--- config.mk ---
export PLATFORM = sky130hd
export DESIGN_NAME = rom_fetch_unit
export DESIGN_NICKNAME = d
export VERILOG_FILES = /design/src/rtl/rom_fetch_unit.sv
export SDC_FILE = /design/constraint.sdc
export NUM_CORES = 1
export LEC_CHECK = 0
export CAP_MARGIN = 0
export CELL_PAD_IN_SITES_DETAIL_PLACEMENT = 1
export CELL_PAD_IN_SITES_GLOBAL_PLACEMENT = 1
export CORE_UTILIZATION = 45
export CTS_BUF_LIST = sky130_fd_sc_hd__clkbuf_8
export CTS_CLUSTER_SIZE = 20
export DETAILED_ROUTE_END_ITERATION = 8
export GPL_TIMING_DRIVEN = 0
export HOLD_SLACK_MARGIN = 0.1
export PLACE_DENSITY_LB_ADDON = 0.1
export SLEW_MARGIN = 20
export SYNTH_ARGS = -nofsm -noshare
export SYNTH_HDL_FRONTEND = slang
export SYNTH_SLANG_ARGS = --single-unit
--- constraint.sdc ---
create_clock -name clk -period 6.82 [get_ports clk]
set_clock_uncertainty 0.1 [all_clocks]
set_input_delay 0.682 -clock clk [delete_from_list [all_inputs] [get_ports clk]]
set_output_delay 0.682 -clock clk [all_outputs]
set_load 0.005 [all_outputs]
--- src/rtl/rom_fetch_unit.sv ---
// rtl/rom_fetch_unit.sv - sequential ROM fetch stage with wait states, prefetch FIFO and redirect flush
module rom_fetch_unit #(
   parameter logic [31:0] RESET_PC    = 32'h0,
   parameter int          WAIT_CYCLES = 1,
   parameter int          FIFO_DEPTH  = 2
) (
   input  logic        clk,
   input  logic        reset,
   output logic [31:0] rom_address,
   output logic        rom_chip_select,
   output logic        rom_output_enable,
   input  logic [63:0] rom_data,
   input  logic        redirect_valid,
   input  logic [31:0] redirect_pc,
   output logic        inst_valid,
   input  logic        inst_ready,
   output logic [63:0] inst_data,
   output logic [31:0] inst_pc
);

   localparam int               PTR_W     = $clog2(FIFO_DEPTH);
   localparam int               CNT_W     = PTR_W + 1;
   localparam logic [3:0]       LAST_WAIT = 4'(WAIT_CYCLES - 1);
   localparam logic [CNT_W-1:0] DEPTH_C   = CNT_W'(FIFO_DEPTH);

   typedef enum logic {IDLE, ACCESS} state_t;

   state_t           r_state;
   logic [31:0]      r_pc;
   logic [31:0]      r_rom_address;
   logic             r_cs;
   logic [3:0]       r_wait_cnt;
   logic [63:0]      r_mem_data [FIFO_DEPTH];
   logic [31:0]      r_mem_pc   [FIFO_DEPTH];
   logic [PTR_W-1:0] r_rd_ptr;
   logic [PTR_W-1:0] r_wr_ptr;
   logic [CNT_W-1:0] r_count;
   logic             r_inst_valid;
   logic [63:0]      r_inst_data;
   logic [31:0]      r_inst_pc;

   logic             w_push;
   logic             w_pop;
   logic [CNT_W-1:0] w_count_next;
   logic [PTR_W-1:0] w_rd_ptr_next;
   logic             w_head_fresh;
   logic             w_full;
   logic [31:0]      w_pc_inc;

   // Redirect suppresses both push and pop so the flush is the only thing that happens that edge
   assign w_push        = (r_state == ACCESS) && (r_wait_cnt == LAST_WAIT) && !redirect_valid;
   assign w_pop         = r_inst_valid && inst_ready && !redirect_valid;
   assign w_count_next  = r_count + CNT_W'(w_push) - CNT_W'(w_pop);
   assign w_rd_ptr_next = w_pop ? r_rd_ptr + PTR_W'(1) : r_rd_ptr;
   // The new head is the word being pushed right now when it lands in the slot the read pointer moves to
   assign w_head_fresh  = w_push && (w_rd_ptr_next == r_wr_ptr);
   assign w_full        = (r_count == DEPTH_C);
   assign w_pc_inc      = r_pc + 32'd1;

   assign rom_address       = r_rom_address;
   assign rom_chip_select   = r_cs;
   assign rom_output_enable = r_cs;
   assign inst_valid        = r_inst_valid;
   assign inst_data         = r_inst_data;
   assign inst_pc           = r_inst_pc;

   // FIFO storage: written on push only; occupancy decides which entries are meaningful
   always_ff @(posedge clk) begin
      if (w_push) begin
         r_mem_data[r_wr_ptr] <= rom_data;
         r_mem_pc[r_wr_ptr]   <= r_pc;
      end
   end

   // FIFO pointers, occupancy and the registered head presented to the consumer
   always_ff @(posedge clk or posedge reset) begin
      if (reset) begin
         r_rd_ptr     <= '0;
         r_wr_ptr     <= '0;
         r_count      <= '0;
         r_inst_valid <= 1'b0;
         r_inst_data  <= '0;
         r_inst_pc    <= '0;
      end else if (redirect_valid) begin
         r_rd_ptr     <= '0;
         r_wr_ptr     <= '0;
         r_count      <= '0;
         r_inst_valid <= 1'b0;
      end else begin
         if (w_push) begin
            r_wr_ptr <= r_wr_ptr + PTR_W'(1);
         end
         r_rd_ptr     <= w_rd_ptr_next;
         r_count      <= w_count_next;
         r_inst_valid <= (w_count_next != '0);
         if (w_count_next != '0) begin
            r_inst_data <= w_head_fresh ? rom_data : r_mem_data[w_rd_ptr_next];
            r_inst_pc   <= w_head_fresh ? r_pc     : r_mem_pc[w_rd_ptr_next];
         end
      end
   end

   // Access sequencer: holds the ROM bus stable for WAIT_CYCLES, then advances pc or parks when full
   always_ff @(posedge clk or posedge reset) begin
      if (reset) begin
         r_state       <= IDLE;
         r_pc          <= RESET_PC;
         r_rom_address <= RESET_PC;
         r_cs          <= 1'b0;
         r_wait_cnt    <= '0;
      end else if (redirect_valid) begin
         r_state       <= IDLE;
         r_pc          <= redirect_pc;
         r_rom_address <= redirect_pc;
         r_cs          <= 1'b0;
         r_wait_cnt    <= '0;
      end else begin
         case (r_state)
            IDLE: begin
               if (!w_full) begin
                  r_state       <= ACCESS;
                  r_rom_address <= r_pc;
                  r_cs          <= 1'b1;
                  r_wait_cnt    <= '0;
               end
            end
            ACCESS: begin
               if (w_push) begin
                  r_pc          <= w_pc_inc;
                  r_rom_address <= w_pc_inc;
                  r_wait_cnt    <= '0;
                  if (w_count_next == DEPTH_C) begin
                     r_state <= IDLE;
                     r_cs    <= 1'b0;
                  end
               end else begin
                  r_wait_cnt <= r_wait_cnt + 4'd1;
               end
            end
            default: begin
               r_state <= IDLE;
               r_cs    <= 1'b0;
            end
         endcase
      end
   end

endmodule

# Word-level counts from Yosys, hierarchy flattened
# Memory sizes are Yosys's and may differ from the RTL's. A register that Yosys moved wholly into a read port is not among the register bits.
# Index checks and enable logic that the tools add are counted.
dict set report word_totals {
  mem_count 2
  latchBits 0
  register_bits 75
  ram_bits 192
  mem_bits_ro 0
}
dict set report classes {
  div 0
  eq_ne 5
  shift 0
  muxes 28
  bitwise 2
  reduce_logical 13
  magnitude_cmp 0
  addsub 6
  multipliers 0
}
# name depth word_bits rd rd_ports_with_merged_regs write_ports line
set mem_list {}
lappend mem_list {r_mem_data 2 64 1 1 1 33} ;# logic [63:0] r_mem_data [FIFO_DEPTH];
lappend mem_list {r_mem_pc 2 32 1 1 1 34} ;# logic [31:0] r_mem_pc [FIFO_DEPTH];
# operator n
set ops {}
lappend ops {{32-bit 2-to-1 mux} 5}
lappend ops {{32-bit case mux with 2 select lines} 1}
lappend ops {{32-bit by 1-bit adder with 32-bit output, second input constant} 1}
lappend ops {{1-bit 2-to-1 mux} 15}
lappend ops {{4-bit 2-to-1 mux} 3}
lappend ops {{4-bit case mux with 2 select lines} 1}
lappend ops {{3-bit by 2-bit != test with 1-bit output, second input constant} 2}
lappend ops {{2-bit AND reduction} 3}
lappend ops {{2-bit nonzero test} 3}
lappend ops {{4-bit by 1-bit adder with 4-bit output, second input constant} 1}
lappend ops {{2-bit equality test, second input constant} 2}
lappend ops {{1-bit logical AND} 4}
lappend ops {{4-bit logical NOT} 1}
lappend ops {{1-bit case mux with 2 select lines} 2}
lappend ops {{3-bit != test, second input constant} 1}
lappend ops {{3-bit AND reduction} 1}
lappend ops {{1-bit adder, second input constant} 2}
lappend ops {{2-bit by 1-bit adder with 2-bit output} 1}
lappend ops {{2-bit 2-to-1 mux} 1}
lappend ops {{1-bit inverter} 2}
lappend ops {{2-bit by 1-bit subtractor with 2-bit output} 1}
lappend ops {{1-bit logical NOT} 1}

# Logic depth before layout (Yosys ltp)
# Gate-level depths: netlist of the first run.
dict set report logic_depth {
  depth_word 10
  mapped_depth 16
}

# Worst setup path before layout of the first run
# Ideal clock, no wire load.
dict set report synth_path {
  kind {register to register}
  startpoint {reg r_wait_cnt[0]}
  endpoint {mem r_mem_data[0][0], enable pin}
  setup_ns 0.551
  t_arrival_ns 5.286
  period_less_slack_ns 5.937
  n_path_buf 1
  slack_ns 0.883
  path_stages_with_launch 8
  required_ns 6.169
  path_cell_list {dfrtp_1 > inv_1 > ha_1 > nand4bb_1 > clkbuf_1 > nor2_1 > inv_1 > nor2_1}
}
dict set report synth_via {
  elab_chain_cells 5
}
# element line
set synth_lines {}
lappend synth_lines {{start: declaration} 32} ;# logic [3:0] r_wait_cnt;
lappend synth_lines {{start signal: assignment} 137} ;# r_wait_cnt <= r_wait_cnt + 4'd1;
lappend synth_lines {{4-bit logical NOT} 51} ;# assign w_push = (r_state == ACCESS) && (r_wait_cnt == LAST_WAIT) && !redirect_valid;
lappend synth_lines {{1-bit logical AND (2 in series)} 51}
lappend synth_lines {{1-bit 2-to-1 mux} 69} ;# if (w_push) begin
lappend synth_lines {{1-bit 2-to-1 mux (not written as such)} 70} ;# r_mem_data[r_wr_ptr] <= rom_data;
lappend synth_lines {{end: declaration} 33}
# No other way between the ends.

# Worst setup path after layout of the first run
dict set report layout_path {
  startpoint {reg r_wait_cnt[0]}
  endpoint {reg r_inst_data[56] (netlist: inst_data[56]), read port of r_mem_data}
}
dict set report layout_via {
  elab_chain_cells 7
}
# element line
set layout_lines {}
lappend layout_lines {{4-bit logical NOT} 51}
lappend layout_lines {{1-bit logical AND (2 in series)} 51}
lappend layout_lines {{2-bit by 1-bit adder with 2-bit output} 53} ;# assign w_count_next = r_count + CNT_W'(w_push) - CNT_W'(w_pop);
lappend layout_lines {{2-bit by 1-bit subtractor with 2-bit output} 53}
lappend layout_lines {{2-bit nonzero test} 96} ;# if (w_count_next != '0) begin
lappend layout_lines {{2-bit AND reduction (no source line)} n/a}
lappend layout_lines {{end: declaration} 39} ;# logic [63:0] r_inst_data;
# No other way between the ends.
# A chain may end at the register's enable or synchronous reset.

==> metrics.txt, run 1 <==
status finished, final reports clean; CP Buf/Inv Count 6; post-DP HPWL 33000 microns; H-tree Lvls 2; fillcell total roughly 3500; WHS 0.320 ns; die area 0.0353 sq mm; Die X about 190 microns; Peak Freq 203 MHz; global-route wire length before repair 75400 microns; measured slew at the worst slew-check pin just under 0.9 ns; P_leak between 7 and 8 nW; worst skew pair latency roughly 0.63 ns; Max Slew Vio Count 0; post_cts resized 0; total I/O pin count 231; DR pass1 iterations 5; largest net degree at the start of global routing between 80 and 90; GPL Wtd Cong 0.890; #FFs+latches synth 363; Design Area, Final roughly 0.020 sq mm; nets@finish between 1500 and 2000; critical path, cell by cell inv_1, ha_1, nand4bb_1, clkbuf_1, nor2_1, inv_1, ha_1, inv_1, ha_1, xnor3_1, a21oi_2, nand3_1, buf_2, buf_2, o221a_1; grt ovf 0; total clock sinks 363; Arrival @ worst endpoint ~5.3 ns; Crit. End Element flip-flop; Root Buffer clkbuf_8; Most used DFF post-synth edfxtp_1; post-cts hold buffer count 0; Crit Path Max Fanout 10; ratio of cells with drive above 1 in the final layout 16.2%; post-synthesis area per instance 12.1 sq um; fin crit period 4.92 ns; Worst VDD drop about 150 uV; post-synthesis cell count 1287; routed via count 12100; RSZ-0062 raised after global routing false; Final setup viols 0; CTS tree yes; top cell family by delay on the critical path buffers and inverters; Total Power between 7 and 8 mW; synth unique cells 64; Mapped Area 0.0155 sq mm; multi-input logic area roughly 0.0050 sq mm; Port-buffer cells approximately 230; Final Hold Violating Endpoints 0; critical path class reg2reg; CP startpoint kind flip-flop; height of the die 188 microns; Worst-path clk slew 0.06 ns; Sequential Area 0.0100 sq mm; Synthesized Nets 1392; Core Rows 67; DRC violations left 0; Final Cycle Share between 70% and 80%; Ys Warns 0; CTS buffer count 61; Post-CTS Setup Bufs 0; DR WL/cell 23.1 microns; leading post-synthesis cells by cell area edfxtp_1 37%, dfrtp_1 28%, o221a_2 7.0%; Post-synth EDFFs 192; Vias/cell 5.78; Cell Area, Placed ~0.019 sq mm; Max-slew headroom roughly two fifths; cell taking the most area after synthesis edfxtp_1; Power per Cell Area 354 mW/mm^2; HP Class in2async; GRT Total Usage 27.7%; number of global-route vias before repair ~13000; Critical Path RT 7.20 ns; Synth top area share 37.1%; initial core utilization 46.0%; Synth-to-Final Area Change 28.0%; Max Buffers Root-to-Sink 3; Max Cap Violations 0; setup TNS 0 ns; register area share after synthesis 64.6%; share of synthesized flip-flops with an asynchronous set or reset 47.1%; CP max stage delay 0.54 ns; initial antenna violation count 2; final antenna-violating net count 0; drt total wl 48200 microns; CORE AREA between 0.03 and 0.04 sq mm; slowest cell on the critical path nor2_1; First DRT Iteration DRCs 880
[where the power goes]
group,internal [mW],switching (mW)
combinational,1.16,0.932
sequential,2.76,0.259
clock,1.05,0.892
[through the flow]
| stage | std cells | worst slack (ns) | utilization, % |
|---|---|---|---|
| 3_3_place_gp | 1964 | -2.48 | 54.5 |
| 5_1_grt | 2088 | 1.67 | 58.9 |
| 3_5_place_dp | 1973 | 1.91 | 55.2 |
| 2_1_floorplan | 1287 | 0.883 | - |
| 4_1_cts | 2087 | 1.82 | 58.9 |
| 6_report | 2089 | 1.90 | 58.9 |
[kinds of logic (layout without fill, tap and decap cells)]
logic type / Yosys count / in the layout / share of synthesized area (%)
buffers and inverters: 120 / 472 / 3.40
multiplexers: 12 / 12 / 0.837
other: 0 / 2 / 0
AND/OR/NAND/NOR: 497 / 497 / 14.7
XOR/XNOR: 59 / 59 / 3.60
AO/OA/AOI/OAI: 231 / 231 / 12.4
flip-flops: 363 / 363 / 64.6
adder cells (fa/ha/maj): 5 / 5 / 0.402
[Yosys cell counts, types with 7 or more instances]
cell type,count
nand2_1,233
edfxtp_1,192
dfrtp_1,171
nand3_1,112
o221a_2,96
clkbuf_1,58
nor2_1,58
o21ai_0,51
buf_2,39
xnor2_1,32
a21oi_1,30
nand4_1,24
xor2_1,23
nor3_1,16
inv_1,10
and3_1,9
buf_4,8
mux2_2,8
nand2b_1,8
nor4_1,7
o22a_1,7
[registers in the layout, indices dropped and copies added, names as in the netlist, 2 cells and up]
| register | flops |
|---|---|
| inst_data | 64 |
| inst_pc | 32 |
| r_count | 2 |
| r_mem_data | 128 |
| r_mem_pc | 64 |
| r_pc | 32 |
| r_wait_cnt | 4 |
| rom_address | 32 |
[layout by cell type, fill, tap and decap left out, types with 5 or more instances in the layout]
cell type | Yosys | routed
nor4_1 | 7 | 7
nand2_1 | 233 | 233
a21oi_1 | 30 | 30
xor2_1 | 23 | 23
o21ai_0 | 51 | 51
clkinv_2 | 0 | 8
o22a_1 | 7 | 7
clkbuf_1 | 58 | 58
clkdlybuf4s50_1 | 0 | 229
and3_1 | 9 | 8
o221a_2 | 96 | 96
a221oi_1 | 6 | 6
and4_1 | 6 | 6
nand2b_1 | 8 | 8
nor2_1 | 58 | 57
dfrtp_1 | 171 | 171
a21boi_0 | 5 | 5
inv_1 | 10 | 26
xnor2_1 | 32 | 32
buf_16 | 0 | 7
mux2_2 | 8 | 8
buf_2 | 39 | 39
nor3_1 | 16 | 16
buf_4 | 8 | 8
nand3_1 | 112 | 112
buf_1 | 5 | 5
clkinv_1 | 0 | 10
edfxtp_1 | 192 | 192
clkbuf_8 | 0 | 73
nand4_1 | 24 | 24
ha_1 | 5 | 5
[area by class of cell]
class | instances | share of cell area, %
Buffer | 110 | 2.47
Sequential cell | 363 | 50.5
Timing Repair Buffer | 238 | 12.7
Antenna cell | 2 | 0.0251
Clock buffer | 73 | 5.05
Inverter | 10 | 0.226
Clock inverter | 41 | 1.18
Multi-Input combinational cell | 804 | 25.1
Tap cell | 448 | 2.82
[per-layer routing]
metal  global-route usage [%]  vias to the layer above  part of all wire (%)
met2                     46.2                      395                    49
li1                         -                     5367                     -
met3                     3.97                       79                   5.1
met5                        0                        -                 0.017
met1                     37.6                     6240                    43
met4                     8.60                        2                   2.6
[path summary, 6_finish.rpt]
path / from / end / slack (ns) / cells past startpoint
setup / recovery: r_wait_cnt[0]$_DFFE_PP0P_ / inst_data[56]$_DFFE_PP0P_ / 1.90 / 15
hold / removal: reset / inst_data[18]$_DFFE_PP0P_ / 0.32 / 2
setup reg to reg: r_wait_cnt[0]$_DFFE_PP0P_ / inst_data[56]$_DFFE_PP0P_ / 1.90 / 15
hold reg to reg: r_pc[22]$_DFFE_PP0P_ / r_mem_pc[1][22]$_DFFE_PP_ / 0.36 / 0
max in group asynchronous: reset / rom_address[29]$_DFFE_PP0P_ / 5.25 / 4
min in group clk: r_pc[22]$_DFFE_PP0P_ / r_mem_pc[1][22]$_DFFE_PP_ / 0.36 / 0
(Power assumes the default switching activity.)
==> run 2, diff against run 1 <==
--- a/config.mk
+++ b/config.mk
@@ -8,7 +8,7 @@
 export CAP_MARGIN = 0
 export CELL_PAD_IN_SITES_DETAIL_PLACEMENT = 1
 export CELL_PAD_IN_SITES_GLOBAL_PLACEMENT = 1
-export CORE_UTILIZATION = 45
+export CORE_UTILIZATION = 41
 export CTS_BUF_LIST = sky130_fd_sc_hd__clkbuf_8
 export CTS_CLUSTER_SIZE = 20
 export DETAILED_ROUTE_END_ITERATION = 8
==> constraint.sdc (replaced) <==
create_clock -name clk -period 4.05 [get_ports clk]
set_clock_uncertainty 0.1 [all_clocks]
set_input_delay 0.405 -clock clk [delete_from_list [all_inputs] [get_ports clk]]
set_output_delay 0.405 -clock clk [all_outputs]
set_load 0.005 [all_outputs]
==> metrics.txt, run 2 (synthesis gave the netlist of run 1 again) <==
Worst VDD drop 282 uV (+83%); CP startpoint kind flip-flop; global-route wire length before repair 74900 microns (-0.77%); top cell family by delay on the critical path simple AND/OR/NAND/NOR gates; Arrival @ worst endpoint 4.30 ns (-1.00 ns); number of global-route vias before repair 12600 (-2.3%); Final Hold Violating Endpoints 0 (unchanged); commonest non-fill, non-tap cell in the layout nand2_1; critical path endpoint inst_data[46]$_DFFE_PP0P_; Vias/cell 5.53 (-4.3%); total I/O pin count 231 (unchanged); DR pass1 iterations 5 (unchanged); largest reg by FF count r_mem_data; CTS buffer count 60 (-1.6%); die area 0.0387 sq mm (+9.6%); H-tree Lvls 2 (unchanged); Power per Cell Area 590 mW/mm^2 (+67%); Worst R2R Setup Slack 0.18 ns (-1.72 ns); height of the die 197 microns (+4.7%); highest-count cells in the layout ignoring fill and taps 233 x nand2_1, 229 x clkdlybuf4s50_1, 192 x edfxtp_1, 171 x dfrtp_1, 111 x nand3_1; Worst-path clk slew 0.07 ns (about the same); drt total wl 48500 microns (+0.69%); multi-input logic area 0.00504 sq mm (+0.88%); total clock sinks 363 (unchanged); worst r2r src r_wait_cnt[0]$_DFFE_PP0P_; final antenna-violating net count 0 (unchanged); GRT Total Usage 25.5% (-2.2 points); HP Class in2reg; grt ovf 0 (unchanged); Final Cycle Share 95.6% (+23 points); Crit. End Element flip-flop; Largest register FFs 128 (unchanged); Max Slew Vio Count 0 (unchanged); measured slew at the worst slew-check pin 0.879 ns (-0.0139 ns); critical path class reg2reg; Crit Path Max Fanout 10 (unchanged); initial core utilization 42.1% (-4.0 points); R2R depth 14 (-1); worst flop-to-flop path endpoint inst_data[46]$_DFFE_PP0P_; slowest cell on the critical path dfrtp_1; worst skew pair latency 0.67 ns (+0.04 ns); Die X 197 microns (+4.7%); status finished, final reports clean; initial antenna violation count 1 (-1); Non-Filler Instances 2157 (+3.3%); Sequential Area 0.0100 sq mm (unchanged); Port-buffer cells 229 (unchanged); DR WL/cell 22.5 microns (-2.5%); CP max stage delay 0.42 ns (-0.12 ns); Synth-to-Final Area Change 30.0%; nets@finish 1706 (+0.77%); routed via count 11900 (-1.2%); start point of the critical path r_wait_cnt[0]$_DFFE_PP0P_; Max-slew headroom 41.4% (+0.93 points); DRC violations left 0 (unchanged); Peak Freq 258 MHz (+27%); Critical Path RT 4.48 ns (-2.72 ns); First DRT Iteration DRCs 747 (-15%); largest net degree at the start of global routing 44 (-46%); WHS 0.280 ns (-0.0395 ns); dpl cells 2034 (+3.1%); post-DP HPWL 33500 microns (+1.5%); CTS tree yes; Max Buffers Root-to-Sink 3 (unchanged); Core Rows 70 (+4.5%); GPL Wtd Cong 0.837 (-5.9%); fin crit period 3.87 ns (-1.05 ns); CP Depth 14 (-1); P_leak 7.46 nW (+2.1%); critical path, cell by cell inv_1, ha_1, nand4bb_4, nor2_4, inv_1, ha_1, inv_1, ha_1, xnor3_1, a21oi_4, nand3_2, buf_2, buf_2, o221a_2; CORE AREA 0.0370 sq mm (+9.4%); fillcell total 3922 (+12%); Final setup viols 0 (unchanged); Max Cap Violations 0 (unchanged); Root Buffer clkbuf_8; ratio of cells with drive above 1 in the final layout 17.2% (+1.0 points); CP Buf/Inv Count 5 (-1)
run 2: cell count changes in the layout (fill, tap and decap cells not counted), moves of 4 or more:
cell | previous run | this run
clkbuf_8 | 73 | 79
inv_1 | 26 | 34
buf_12 | 2 | 8
clkinv_2 | 8 | 4
buf_4 | 8 | 16
clkbuf_1 | 58 | 53
clkinv_1 | 10 | 3
clkbuf_2 | 0 | 4
run 2: worst min-delay path by stage:
| stage | startpoint | end | depth (start not counted) |
|---|---|---|---|
| floorplan | r_pc[10]$_DFFE_PP0P_ | r_mem_pc[0][10]$_DFFE_PP_ | 0 |
| global placement | r_pc[12]$_DFFE_PP0P_ | r_mem_pc[1][12]$_DFFE_PP_ | 0 |
| CTS | rom_data[41] | r_mem_data[0][41]$_DFFE_PP_ | 1 |
| detailed placement | r_pc[14]$_DFFE_PP0P_ | r_mem_pc[1][14]$_DFFE_PP_ | 0 |
| global route | rom_data[60] | r_mem_data[1][60]$_DFFE_PP_ | 1 |
| finish | rom_data[63] | r_mem_data[0][63]$_DFFE_PP_ | 1 |
run 2: power breakdown:
| group | internal, mW | switching [mW] |
|---|---|---|
| logic | 2.00 | 1.57 |
| registers | 4.65 | 0.430 |
| clock network | 1.80 | 1.49 |
| total | 8.45 | 3.48 |
run 2: final cells by class:
type	instances	area share, %
antenna	1	0.0124
sequential	363	49.7
inverter	10	0.204
timing repair buffer	253	13.4
clock inverter	34	0.811
tap	504	3.12
buffer	109	2.44
clock buffer	79	5.38
multi-input combinational	804	24.9
run 2: per-layer routing:
layer  track usage, %  vias up  routed length, microns
li1                 -     5391                       -
met1             34.5     6081                   21400
met2             41.8      371                   23300
met3             3.66       93                    2330
met4             9.47        0                    1520
met5                0        -                       0
run 2: stage by stage:
| step | power (mW) | utilization (%) | instance area [sq um] | setup TNS [ns] | worst slack [ns] |
|---|---|---|---|---|---|
| global route | 12.5 | 54.7 | 20200 | -0.125 | -0.0195 |
| finish | 11.9 | 54.7 | 20200 | 0 | 0.178 |
| global placement | 8.53 | 50.0 | 18500 | -271.83 | -0.734 |
| CTS | 12.0 | 54.6 | 20200 | 0 | 0.0267 |
| floorplan | 6.72 | - | 15600 | 0 | 0.699 |
| detailed placement | 8.69 | 50.9 | 18800 | -71.48 | -0.846 |
run 2: repair_timing:
action | 4_1_cts | 5_1_grt
resized for setup | 8 | 7
endpoints found under the setup margin | 96 | 50
hold buffers | 1 | 0
setup buffers | 3 | 6
endpoints found under the hold margin | 7 | 0
pin swaps | 1 | 1
